<file path="config.mk">
export PLATFORM = sky130hd
export DESIGN_NAME = dmem_loader_flat
export DESIGN_NICKNAME = d
export VERILOG_FILES = /design/src/rtl/dmem_loader_pkg.sv /design/src/rtl/dmem_loader_if.sv /design/src/rtl/dmem_loader_byte_packer.sv /design/src/rtl/dmem_loader.sv /design/src/flat_wrapper.sv
export SDC_FILE = /design/constraint.sdc
export NUM_CORES = 1
export LEC_CHECK = 0
export CAP_MARGIN = 20
export CORE_MARGIN = 5
export CORE_UTILIZATION = 30
export CTS_BUF_LIST = sky130_fd_sc_hd__clkbuf_4 sky130_fd_sc_hd__clkbuf_8
export DETAILED_ROUTE_END_ITERATION = 10
export PLACE_DENSITY = 0.49
export SLEW_MARGIN = 25
export SYNTH_ARGS = -nofsm -noshare
export SYNTH_HDL_FRONTEND = slang
export SYNTH_SLANG_ARGS = --single-unit
</file>
<file path="constraint.sdc">
create_clock -name clk -period 3.2 [get_ports clk]
set_input_delay 0.64 -clock clk [delete_from_list [all_inputs] [get_ports clk]]
set_output_delay 0.64 -clock clk [all_outputs]
set_load 0.1 [all_outputs]
</file>
<file path="src/rtl/dmem_loader_pkg.sv">
// Shared types and constants for the data-memory loader: FSM states,
// word geometry and the byte-address alignment helper.
package dmem_loader_pkg;

    typedef enum logic [2:0] {
        IDLE    = 3'd0,
        COLLECT = 3'd1,
        WRITE   = 3'd2,
        RELEASE = 3'd3,
        DONE    = 3'd4
    } state_t;

    localparam int          WORD_BYTES  = 4;
    localparam logic [31:0] ADDR_STRIDE = 32'd4;

    function automatic logic [31:0] align_word(input logic [31:0] addr);
        return {addr[31:2], 2'b00};
    endfunction

endpackage

</file>
<file path="src/rtl/dmem_loader_if.sv">
// Host-side control, byte stream and CPU external write port of the loader.
interface dmem_loader_if #(parameter int CNT_W = 16);

    logic             start;
    logic [31:0]      base_addr;
    logic [CNT_W-1:0] word_count;
    logic [7:0]       in_byte;
    logic             in_valid;
    logic             in_ready;
    logic             Ext_MemWrite;
    logic [31:0]      Ext_WriteData;
    logic [31:0]      Ext_DataAdr;
    logic             cpu_reset;
    logic             busy;
    logic             done;

    modport master (
        input  start, base_addr, word_count, in_byte, in_valid,
        output in_ready, Ext_MemWrite, Ext_WriteData, Ext_DataAdr,
               cpu_reset, busy, done
    );

    modport slave (
        output start, base_addr, word_count, in_byte, in_valid,
        input  in_ready, Ext_MemWrite, Ext_WriteData, Ext_DataAdr,
               cpu_reset, busy, done
    );

endinterface

</file>
<file path="src/rtl/dmem_loader_byte_packer.sv">
// Little-endian byte-to-word packer: a 2-bit lane pointer and four byte lanes.
// word_s already merges the incoming byte so the word is usable on the 4th push.
module byte_packer (
    input  logic        clk,
    input  logic        rst_n,
    input  logic        clear_s,
    input  logic        push_s,
    input  logic [7:0]  data_s,
    output logic        full_s,
    output logic [31:0] word_s
);

    logic [1:0]       lane_r;
    logic [3:0][7:0]  bytes_r;

    // lane pointer and byte storage
    always_ff @(posedge clk or negedge rst_n) begin
        if (!rst_n) begin
            lane_r  <= 2'd0;
            bytes_r <= 32'd0;
        end else if (clear_s) begin
            lane_r  <= 2'd0;
            bytes_r <= 32'd0;
        end else if (push_s) begin
            bytes_r[lane_r] <= data_s;
            lane_r          <= lane_r + 2'd1;
        end else begin
            lane_r  <= lane_r;
            bytes_r <= bytes_r;
        end
    end

    assign full_s = push_s && (lane_r == 2'd3);
    assign word_s = full_s ? {data_s, bytes_r[2], bytes_r[1], bytes_r[0]} : bytes_r;

endmodule

</file>
<file path="src/rtl/dmem_loader.sv">
// Streams bytes into 32-bit words and writes them through the CPU external
// memory port while holding the CPU in reset, then releases it.
module dmem_loader
    import dmem_loader_pkg::*;
#(
    parameter int CNT_W          = 16,
    parameter int RELEASE_CYCLES = 2
) (
    input  logic          clk,
    input  logic          reset_n,
    dmem_loader_if.master bus
);

    localparam int               RC_W     = $clog2(RELEASE_CYCLES + 1) + 1;
    localparam logic [RC_W-1:0]  REL_LAST = RC_W'(RELEASE_CYCLES - 1);
    localparam logic [RC_W-1:0]  REL_ONE  = {{(RC_W-1){1'b0}}, 1'b1};
    localparam logic [CNT_W-1:0] CNT_ZERO = {CNT_W{1'b0}};
    localparam logic [CNT_W-1:0] CNT_ONE  = {{(CNT_W-1){1'b0}}, 1'b1};

    state_t           state_r, state_s;
    logic [CNT_W-1:0] remaining_r;
    logic [31:0]      addr_r;
    logic [RC_W-1:0]  rel_cnt_r;
    logic             clear_s, push_s, full_s, start_ok_s;
    logic [31:0]      word_s;

    logic             mem_write_r, cpu_reset_r, busy_r, done_r;
    logic [31:0]      write_data_r, data_adr_r;

    byte_packer u_packer (
        .clk     (clk),
        .rst_n   (reset_n),
        .clear_s (clear_s),
        .push_s  (push_s),
        .data_s  (bus.in_byte),
        .full_s  (full_s),
        .word_s  (word_s)
    );

    assign start_ok_s   = (state_r == IDLE) && bus.start;
    assign bus.in_ready = (state_r == COLLECT);

    // next-state decode and packer control
    always_comb begin
        state_s = state_r;
        clear_s = 1'b0;
        push_s  = 1'b0;
        case (state_r)
            IDLE: begin
                if (bus.start) begin
                    clear_s = 1'b1;
                    state_s = (bus.word_count != CNT_ZERO) ? COLLECT : RELEASE;
                end else begin
                    state_s = IDLE;
                end
            end
            COLLECT: begin
                push_s  = bus.in_valid;
                state_s = full_s ? WRITE : COLLECT;
            end
            WRITE: begin
                state_s = (remaining_r == CNT_ONE) ? RELEASE : COLLECT;
            end
            RELEASE: begin
                state_s = (rel_cnt_r == REL_LAST) ? DONE : RELEASE;
            end
            DONE: begin
                state_s = IDLE;
            end
            default: begin
                state_s = IDLE;
            end
        endcase
    end

    // state register
    always_ff @(posedge clk or negedge reset_n) begin
        if (!reset_n) begin
            state_r <= IDLE;
        end else begin
            state_r <= state_s;
        end
    end

    // load address, remaining word count and release delay counter
    always_ff @(posedge clk or negedge reset_n) begin
        if (!reset_n) begin
            addr_r      <= 32'd0;
            remaining_r <= CNT_ZERO;
            rel_cnt_r   <= {RC_W{1'b0}};
        end else begin
            if (start_ok_s) begin
                addr_r      <= align_word(bus.base_addr);
                remaining_r <= bus.word_count;
            end else if (state_r == WRITE) begin
                addr_r      <= addr_r + ADDR_STRIDE;
                remaining_r <= remaining_r - CNT_ONE;
            end else begin
                addr_r      <= addr_r;
                remaining_r <= remaining_r;
            end
            rel_cnt_r <= (state_r == RELEASE) ? rel_cnt_r + REL_ONE : {RC_W{1'b0}};
        end
    end

    // registered outputs, decoded from the upcoming state so they align with it
    always_ff @(posedge clk or negedge reset_n) begin
        if (!reset_n) begin
            mem_write_r  <= 1'b0;
            write_data_r <= 32'd0;
            data_adr_r   <= 32'd0;
            cpu_reset_r  <= 1'b1;
            busy_r       <= 1'b0;
            done_r       <= 1'b0;
        end else begin
            mem_write_r <= (state_s == WRITE);
            if ((state_r == COLLECT) && (state_s == WRITE)) begin
                write_data_r <= word_s;
                data_adr_r   <= addr_r;
            end else begin
                write_data_r <= write_data_r;
                data_adr_r   <= data_adr_r;
            end
            if (state_s == DONE) begin
                cpu_reset_r <= 1'b0;
            end else if (start_ok_s) begin
                cpu_reset_r <= 1'b1;
            end else begin
                cpu_reset_r <= cpu_reset_r;
            end
            busy_r <= (state_s != IDLE);
            done_r <= (state_s == DONE);
        end
    end

    assign bus.Ext_MemWrite  = mem_write_r;
    assign bus.Ext_WriteData = write_data_r;
    assign bus.Ext_DataAdr   = data_adr_r;
    assign bus.cpu_reset     = cpu_reset_r;
    assign bus.busy          = busy_r;
    assign bus.done          = done_r;

endmodule

</file>
<file path="src/flat_wrapper.sv">
// flat-port wrapper written by rule: the top's interface ports become plain ports
module dmem_loader_flat import dmem_loader_pkg::*;
#(
    parameter int CNT_W          = 16,
    parameter int RELEASE_CYCLES = 2
)
  (clk, reset_n, bus_start, bus_base_addr, bus_word_count, bus_in_byte, bus_in_valid, bus_in_ready, bus_Ext_MemWrite, bus_Ext_WriteData, bus_Ext_DataAdr, bus_cpu_reset, bus_busy, bus_done);
  dmem_loader_if #(.CNT_W(CNT_W)) bus_i ();
  input  logic clk;
  input  logic reset_n;
  input wire logic [$bits(bus_i.start)-1:0] bus_start;
  input wire logic [$bits(bus_i.base_addr)-1:0] bus_base_addr;
  input wire logic [$bits(bus_i.word_count)-1:0] bus_word_count;
  input wire logic [$bits(bus_i.in_byte)-1:0] bus_in_byte;
  input wire logic [$bits(bus_i.in_valid)-1:0] bus_in_valid;
  output wire logic [$bits(bus_i.in_ready)-1:0] bus_in_ready;
  output wire logic [$bits(bus_i.Ext_MemWrite)-1:0] bus_Ext_MemWrite;
  output wire logic [$bits(bus_i.Ext_WriteData)-1:0] bus_Ext_WriteData;
  output wire logic [$bits(bus_i.Ext_DataAdr)-1:0] bus_Ext_DataAdr;
  output wire logic [$bits(bus_i.cpu_reset)-1:0] bus_cpu_reset;
  output wire logic [$bits(bus_i.busy)-1:0] bus_busy;
  output wire logic [$bits(bus_i.done)-1:0] bus_done;
  assign bus_i.start = bus_start;
  assign bus_i.base_addr = bus_base_addr;
  assign bus_i.word_count = bus_word_count;
  assign bus_i.in_byte = bus_in_byte;
  assign bus_i.in_valid = bus_in_valid;
  assign bus_in_ready = bus_i.in_ready;
  assign bus_Ext_MemWrite = bus_i.Ext_MemWrite;
  assign bus_Ext_WriteData = bus_i.Ext_WriteData;
  assign bus_Ext_DataAdr = bus_i.Ext_DataAdr;
  assign bus_cpu_reset = bus_i.cpu_reset;
  assign bus_busy = bus_i.busy;
  assign bus_done = bus_i.done;
  dmem_loader #(.CNT_W(CNT_W), .RELEASE_CYCLES(RELEASE_CYCLES)) u_core (.clk(clk), .reset_n(reset_n), .bus(bus_i));
endmodule
</file>
==> results.toml <==
[sta]
final.setup.tns_ps = 0
fmax_ghz = 0.411
rsz0062_at_grt = "no"
setup_viol = 0
clock_skew_ps = 10.2
hold_viol = 0
tightest_slew_ps = 739
max_slew_margin = 0.507
fin_crit_sh = 0.761
slew_violations = 0
layout_setup_ws_ps = 764
period_needed_ps = 2440

[drt]
wl_per_cell_um = 16.3
drt-pass1-iter-count = 6
via_count = 6037
drtIter0Drc = 380
vias_per_cell = 4.92
antenna_left = 0
drt-total-wl_um = 19900
drc = 0

[synthesis]
ys_top_cells_by_area = "dfrtp_1 52%, nand2_1 14%, a21oi_1 4.7%, nand3_1 3.6%, nor2_1 3.6%"
yosysSeqAreaShare = 0.521
yosys_most_used_dff = "dfrtp_1"
syn_inst = 821
synth_top_cell_area_share = 0.517
synth_edf_count = 0
yosys_warnings = 0
ys_types = 48
syn_area_sq_um = 6920
yosysTopAreaCell = "dfrtp_1"
ys_seq_elements = 144
syn_area_per_cell_sq_um = 8.42
async_reset_ff_frac = 1.00

[clock_network]
root_buffer = "clkbuf_8"
ctsHoldBuffers = 0
cts_tree = "built"
cts_resized = 0
numClockSinks = 144
clock_path_buffers = 2
clk_pin_slew_ps = 100
htreeDepth = 4
postCtsSetupRepairBufs = 0
clk_latency_ps = 460
cts_buffers = 17

[floorplan]
die_x_um = 162
die-area_sq_um = 26200
initial_core_util = 0.305
rows = 55
core_area_sq_um = 22600
ios = 129
die_height_um = 162

[layout]
final_cell_mix = "249 x nand2_1, 143 x dfrtp_1, 85 x buf_4"
postLayoutCellArea_sq_um = 8720
syn_to_final_growth_pct = 26.0
fin_nets = 997
antenna_cells = 0
layout-drive-gt1-share = 0.138
final_common_cell = "nand2_1"

[grt]
overflow = 0
first_global_vias = 5922
grt_max_degree = 73
antenna_found_initial = 0
grt_pass1_wl_um = 32800
grtUsageTotal = 0.156

[place]
place_congestion = 0.774
dp_slack_ps = 768
dp_hpwl_um = 13900
port_buffers = 124
dpl_cell_area_sq_um = 8340

[setup_path]
criticalPathCategory = "reg -> out"
cp.required_ps = 2560
crit_fanout = 27
critPathLaunchType = "register"
arrival_ps = 1800
end_kind = "output port"

[power_and_ir_drop]
ir_worst_vdd_mv = 0.420
p_per_area_nw_per_um2 = 1120
power.leakage_nw = 4.04

[status]
status = "finished clean"

[hold_path]
hold_path.class = "in -> async"

[job]
maxCapViolations = 0
path summary, 6_finish.rpt:
check	startpoint	to	slack (ps)	cells after the start
max	u_core.state_r[1]	bus_in_ready	760	3
min	reset_n	u_core.bus.Ext_WriteData[21]	150	1
max reg2reg	u_core.remaining_r[0]	u_core.remaining_r[14]	860	7
min reg2reg	u_core.u_packer.bytes_r[6]	u_core.bus.Ext_WriteData[6]	470	2
max in group asynchronous	reset_n	u_core.u_packer.bytes_r[7]	2180	2
min in group clk	u_core.u_packer.bytes_r[6]	u_core.bus.Ext_WriteData[6]	470	2
layout make-up:
type                    count  area, sq um
clock buffers              18          248
flip-flops and latches    144         3600
clock inverters            14          124
fillers                  2401        13900
multi-input cells         613         3090
well taps                 285          357
inverters                   7         26.3
repair buffers            145         1270
metrics by stage:
stage	power [mW]	utilization	std cells	hold slack (ps)
6_report	9.74	0.385	1226	149
5_1_grt	10.4	0.385	1226	201
4_1_cts	9.86	0.385	1226	200
3_5_place_dp	8.43	0.369	1194	454
3_3_place_gp	8.40	0.369	1194	452
2_1_floorplan	7.09	-	822	344
sequential cells by signal (all words and copies together) (netlist names), 2 cells and up:
register,flops
u_core.addr_r,30
u_core.bus.Ext_DataAdr,30
u_core.bus.Ext_WriteData,32
u_core.rel_cnt_r,3
u_core.remaining_r,16
u_core.state_r,3
u_core.u_packer.bytes_r,24
u_core.u_packer.lane_r,2
power by group:
group	internal [mW]	switching, mW	total (mW)
registers	2.54	0.671	3.21
logic	1.31	3.83	5.14
clock network	0.586	0.811	1.40
critical path, cell delays in order (launching register included):
cell	delay (ps)
dfrtp_1	620
buf_4	370
nor2b_1	100
buf_4	240
synth_stat cells (9+ instances only):
cell and number:
nand4_1 12, ha_1 9, o22ai_1 17, dfrtp_1 143, nor3_1 13, a22oi_1 13
mux2i_1 13, a21oi_1 65, o21ai_0 30, nor4_1 9, clkbuf_1 51, nor2_1 66
nand2_1 250, nand3_1 50
metal layers:
layer,share of wire,GRT usage,wire length (um),vias to the layer above
li1,-,-,-,3017
met1,0.48,0.220,9580,2854
met2,0.45,0.241,9040,150
met3,0.054,0.0386,1080,16
met4,0.012,0.0423,240,0
met5,0,0,0,-
cells by family (layout without fill, tap and decap cells):
family                     Yosys count  count (layout)  synth area share
buffers and inverters               65             184            0.0365
and+or+nand+nor                    430             430             0.268
adders and majority gates            9               9            0.0163
other                                1               2          0.000542
DFF                                144             144             0.521
AOI/OAI and AO/OA                  150             150             0.128
xor gates and xnor gates             9               9            0.0114
muxes                               13              13            0.0188
Power figures use the tool's default switching activity.
